File: config.mk
export PLATFORM = sky130hd
export DESIGN_NAME = mem_port_arbiter
export DESIGN_NICKNAME = d
export VERILOG_FILES = /design/src/rtl/mem_port_arbiter.sv
export SDC_FILE = /design/constraint.sdc
export NUM_CORES = 1
export LEC_CHECK = 0
export ABC_AREA = 1
export BUFFER_PORTS_ARGS = -buffer_cell sky130_fd_sc_hd__buf_2
export CAP_MARGIN = 20
export CELL_PAD_IN_SITES_DETAIL_PLACEMENT = 0
export CELL_PAD_IN_SITES_GLOBAL_PLACEMENT = 2
export CORE_ASPECT_RATIO = 0.9
export CORE_MARGIN = 2
export CORE_UTILIZATION = 24
export DETAILED_ROUTE_END_ITERATION = 8
export GPL_TIMING_DRIVEN = 0
export MAX_ROUTING_LAYER = met4
export PLACE_DENSITY_LB_ADDON = 0.1
export SETUP_SLACK_MARGIN = 0.4
export SYNTH_ARGS = -nofsm -noshare
export SYNTH_HDL_FRONTEND = slang
export SYNTH_SLANG_ARGS = --single-unit
File: constraint.sdc
create_clock -name clock -period 1.8 [get_ports clock]
set_input_delay 0.36 -clock clock [delete_from_list [all_inputs] [get_ports clock]]
set_output_delay 0.36 -clock clock [all_outputs]
set_load 0.05 [all_outputs]
File: src/rtl/mem_port_arbiter.sv
// Purpose: serialises fetch reads and data loads/stores onto one fixed-latency single-port memory.
// Latency: issue one cycle after grant; ack at grant+2+MEM_LATENCY for reads, at grant+2 for writes.
// Backpressure: requesters hold *_req until their one-cycle *_ack; *_stall = *_req & ~*_ack.
// Ports: clock/reset (synchronous, active-low); if_* fetch read port; dm_* data load/store port;
//        mem_* command/data to the memory; busy is high whenever an access is in flight.
module mem_port_arbiter #(
   parameter int ADDR_W      = 16,
   parameter int DATA_W      = 16,
   parameter int MEM_LATENCY = 2
) (
   input  logic              clock,
   input  logic              reset,
   input  logic              if_req,
   input  logic [ADDR_W-1:0] if_addr,
   output logic [DATA_W-1:0] if_rdata,
   output logic              if_ack,
   output logic              if_stall,
   input  logic              dm_req,
   input  logic              dm_we,
   input  logic              dm_byte,
   input  logic [ADDR_W-1:0] dm_addr,
   input  logic [DATA_W-1:0] dm_wdata,
   output logic [DATA_W-1:0] dm_rdata,
   output logic              dm_ack,
   output logic              dm_stall,
   output logic              mem_en,
   output logic              mem_we,
   output logic              mem_byte,
   output logic [ADDR_W-1:0] mem_addr,
   output logic [DATA_W-1:0] mem_wdata,
   input  logic [DATA_W-1:0] mem_rdata,
   output logic              busy
);

   typedef enum logic [1:0] {IDLE, ISSUE, WAIT, RESP} state_t;

   localparam logic       FETCH    = 1'b0;
   localparam logic       DATA     = 1'b1;
   localparam logic [3:0] LAT_LOAD = 4'(MEM_LATENCY - 1);

   state_t     state;
   state_t     state_nxt;
   logic       owner;        // requester of the access in flight
   logic       last_grant;   // owner of the most recently completed access
   logic       we_q;
   logic [3:0] cnt;
   logic       grant;
   logic       grant_id;

   // Next state and arbitration; only IDLE looks at the requesters.
   always_comb begin
      state_nxt = state;
      grant     = 1'b0;
      grant_id  = FETCH;
      case (state)
         IDLE: begin
            if (if_req || dm_req) begin
               grant     = 1'b1;
               state_nxt = ISSUE;
               // A lone requester wins; under contention the one not served last wins.
               grant_id  = (if_req && dm_req) ? ~last_grant : dm_req;
            end
         end
         ISSUE:   state_nxt = we_q ? RESP : WAIT;
         WAIT:    if (cnt == 4'd0) state_nxt = RESP;
         RESP:    state_nxt = IDLE;
         default: state_nxt = IDLE;
      endcase
   end

   // The mem_addr/mem_wdata/mem_byte registers double as the grant latch, so they
   // are already valid in ISSUE and simply hold their value afterwards.
   always_ff @(posedge clock) begin
      if (!reset) begin
         state      <= IDLE;
         owner      <= FETCH;
         last_grant <= FETCH;
         we_q       <= 1'b0;
         cnt        <= '0;
         mem_addr   <= '0;
         mem_wdata  <= '0;
         mem_byte   <= 1'b0;
         if_rdata   <= '0;
         dm_rdata   <= '0;
      end else begin
         state <= state_nxt;
         if (grant) begin
            owner <= grant_id;
            if (grant_id == DATA) begin
               we_q      <= dm_we;
               mem_byte  <= dm_byte;
               mem_addr  <= dm_addr;
               mem_wdata <= dm_wdata;
            end else begin
               we_q      <= 1'b0;
               mem_byte  <= 1'b0;
               mem_addr  <= if_addr;
            end
         end
         if (state == ISSUE && !we_q) begin
            cnt <= LAT_LOAD;
         end else if (state == WAIT && cnt != 4'd0) begin
            cnt <= cnt - 4'd1;
         end
         // Counter at zero marks the cycle the memory presents read data.
         if (state == WAIT && cnt == 4'd0) begin
            if (owner == DATA) begin
               dm_rdata <= mem_rdata;
            end else begin
               if_rdata <= mem_rdata;
            end
         end
         if (state == RESP) begin
            last_grant <= owner;
         end
      end
   end

   assign mem_en   = (state == ISSUE);
   assign mem_we   = mem_en & we_q;
   assign if_ack   = (state == RESP) && (owner == FETCH);
   assign dm_ack   = (state == RESP) && (owner == DATA);
   assign if_stall = if_req & ~if_ack;
   assign dm_stall = dm_req & ~dm_ack;
   assign busy     = (state != IDLE);

endmodule

==> summary.txt <==
Outcome
  • Outcome: finished, final reports clean

Global route
  • Largest net degree at the start of global routing: 13
  • Final global-route overflow total: 0
  • Number of antenna violations at the first check in global routing: 1
  • Total routing usage reported by global routing: 15.1%
  • Wire length of the first global-routing pass: about 16000 um
  • Number of global-route vias before repair: 3292

Worst setup path
  • CP Capture Type: output pin
  • Slack of the worst reg-to-reg path: ~0.25 ns
  • Critical path class: flop to output pin
  • Reg-to-reg startpoint: state[0]
  • Capture point of the worst reg-to-reg path: mem_addr[9]
  • CP Data Required Time: about 1.4 ns
  • Type of origin of the critical path: flop
  • Arrival time of data at the critical path endpoint: 1.26 ns
  • Cell breakdown of the critical path: ha_4 -> nand2_1 -> inv_2 -> nor2_4 -> buf_8
  • Cell at the slowest stage of the critical path: dfxtp_4
  • Top fanout value on the critical path: 4
  • Worst reg-to-reg path cell count: 9
  • Critical Path Max Stage Delay: 0.37 ns

Clock tree
  • Number of hold-repair buffers added at the cts stage: 0
  • Clk buf depth: 2
  • Worst-skew pair later-pin latency: 0.34 ns
  • Root Driver: clkbuf_16
  • Total clock buffers created by CTS: 9
  • Clock tree from TritonCTS: yes
  • Post-CTS clock slew at the launch and capture registers of the worst setup and hold paths: around 0.060 ns
  • Count of clock tree sinks: 74
  • H-tree level count: 3

STA
  • Setup TNS after final layout: 0 ns
  • Setup repair after global routing missed its margin: yes
  • Final number of setup-violating endpoints: 0
  • Final hold vios: 0
  • Max transition margin: about two thirds
  • Worst clock skew: 0.00428 ns
  • Max frequency: between 600 and 700 MHz
  • Post-layout worst setup margin: approximately 0.18 ns
  • Final critical-path required period: between 1.5 and 2 ns
  • Slew @ Worst Pin: about 0.5 ns
  • Period utilization: approximately 90%
  • Count of pins over their slew limit: 0

Logic synthesis
  • Post-synthesis cell count: between 400 and 500
  • Flip-flop and latch count after synthesis: 74
  • Total number of yosys warnings: 0
  • Portion of the post-synthesis area used by sequential elements: between 40% and 50%
  • Average instance area after synthesis: approximately 6.8 um^2
  • Post-synthesis cell type count: 20
  • Post-synthesis net count: 538
  • Synthesized area: approximately 3200 um^2

Place
  • Port-buffer cells: about 140
  • Worst Setup Slack post-DPL: slightly below 0.2 ns
  • Post-DP HPWL: slightly above 7000 um
  • Gp weighted congestion: a little under 0.8

Floorplanning
  • Full die area: ~14000 um^2
  • Std cell rows: 39
  • Die height: between 100 and 150 um
  • Die X-Extent: 125 um
  • # IOs: roughly 140
  • Initial cell density of the core: between 20% and 30%
  • Core area: about 13000 um^2

Hold path
  • Path type of the worst min-delay path: input pin to flop
  • Hold EP: dm_rdata[6]
  • Worst Hold Path Cells: 3
  • Beginning of the worst hold path: mem_rdata[6]

Detailed routing
  • Remaining antenna violation count after routing: 0
  • Initial DRC count: ~140
  • Routed len/inst: approximately 13 um
  • Number of vias after detailed routing: about 3300
  • First-pass iteration count of the detailed router: 4
  • Routed wire length: 10100 um
  • Vias per inst: 4.08
  • Remaining design rule violation count: 0

Flow run
  • Number of maximum-capacitance constraint violations: 0

Power and ir drop
  • Total leakage power: roughly 2.6 nW
  • Power per Cell Area: 1670 nW/um^2
  • Worst VDD drop: 572 uV

Finish
  • Final net count: ~710
  • Area of the multi-input gates: approximately 1400 um^2
  • Layout cell share with drive strength beyond 1: 35.2%
  • Area taken by flip-flops and latches: ~1500 um^2
  • Filler cell count: approximately 1400
  • Layout area overhead: 54.0%
cell families (layout without fill, tap and decap cells):
family                     count (synthesis)  count (layout)  share of synthesized area [%]
adders and majority gates                  5               5                           1.98
AOI/OAI and AO/OA                         76              76                           12.2
other                                      0               1                              0
DFF                                       74              74                           46.8
buffers and inverters                     85             262                           11.6
and+or+nand+nor                          223             223                           27.4
layer usage:
layer | vias up | global-route usage [%] | share of wire, %
met1 | 1439 | 18.1 | 46
li1 | 1756 | - | -
met4 | 0 | 4.74 | 1.3
met3 | 9 | 4.96 | 5.3
met2 | 81 | 24.3 | 47
met5 | - | - | 0
Yosys cell counts:
| library cell | number | area [um^2] |
|---|---|---|
| buf_2 | 9 | 45.0 |
| nand3b_1 | 1 | 7.51 |
| nor2_1 | 73 | 274 |
| buf_6 | 4 | 45.0 |
| nand2_2 | 3 | 18.8 |
| inv_2 | 1 | 3.75 |
| buf_4 | 2 | 15.0 |
| a21oi_1 | 41 | 205 |
| dfxtp_1 | 74 | 1480 |
| clkbuf_1 | 6 | 22.5 |
| a21boi_0 | 1 | 7.51 |
| inv_1 | 62 | 233 |
| nand3_2 | 1 | 10.0 |
| nand3_1 | 7 | 35.0 |
| o21ai_0 | 33 | 165 |
| a21oi_2 | 1 | 8.76 |
| nor2_2 | 2 | 12.5 |
| ha_1 | 5 | 62.6 |
| nand2_1 | 136 | 510 |
| clkinv_1 | 1 | 3.75 |
per-stage QoR:
stage	power [W]	instance area, um^2	instances	hold WS (ns)	util (%)
2_1_floorplan	0.00477	3240	463	0.445	-
3_3_place_gp	0.00555	4150	768	0.449	32.4
3_5_place_dp	0.00558	4150	768	0.459	32.4
4_1_cts	0.00808	4780	799	0.247	37.4
5_1_grt	0.00864	4880	805	0.261	38.1
6_report	0.00813	4880	805	0.262	38.1
layout make-up:
class	count	share of cell area, %
Clock buffer	9	4.62
Tap cell	164	4.21
Multi-Input combinational cell	304	29.6
Sequential cell	74	30.5
Clock inverter	6	1.69
Antenna cell	1	0.0513
Timing Repair Buffer	162	20.3
Inverter	64	5.23
Buffer	21	3.77
critical path: cells and delay by family, from the launching register on:
kind / cells / cell delay [ns]
flip-flops: 1 / 0.37
AND/OR/NAND/NOR: 2 / 0.18
buffers and inverters: 2 / 0.21
adder cells (fa/ha/maj): 1 / 0.17
repair_timing:
action                     CTS  global route
setup buffers               11             5
resized for setup           51            15
hold endpoints to repair     0             0
cloned                       5             0
pin swaps                    4             3
setup endpoints to repair   73            78
layout by cell type (no fill, tap or decap), drive strengths merged:
master,netlist,final
a21boi,1,1
a21oi,42,42
buf,15,177
bufbuf,0,1
bufinv,0,2
clkbuf,6,14
clkinv,1,4
clkinvlp,0,3
dfxtp,74,74
diode,0,1
ha,5,5
inv,63,61
nand2,139,139
nand3,8,8
nand3b,1,1
nor2,75,75
o21ai,33,33
power breakdown:
| part | leakage [nW] | internal, W | switching (W) |
|---|---|---|---|
| clock network | 0.151 | 0.00120 | 0.000689 |
| registers | 0.606 | 0.00203 | 0.000231 |
| logic | 1.83 | 0.00139 | 0.00259 |
| total | 2.59 | 0.00461 | 0.00351 |
registers in the layout, summed over array words and instances, names as in the netlist:
name,count
dm_rdata,16
owner,1
cnt,4
state,2
mem_wdata,16
mem_byte,1
if_rdata,16
mem_addr,16
last_grant,1
we_q,1
how the worst max path moves through the flow:
stage                  start            end  slack, ns  cells past startpoint
detailed placement  state[0]   mem_wdata[5]       0.20                      7
global placement    state[0]  mem_wdata[15]       0.23                      7
floorplan           state[0]       dm_stall       0.28                      4
global route        state[0]       dm_stall       0.12                      5
finish              state[0]       dm_stall       0.18                      5
CTS                 state[0]       dm_stall       0.17                      5
Note: power is estimated with default switching activity, not from simulation.
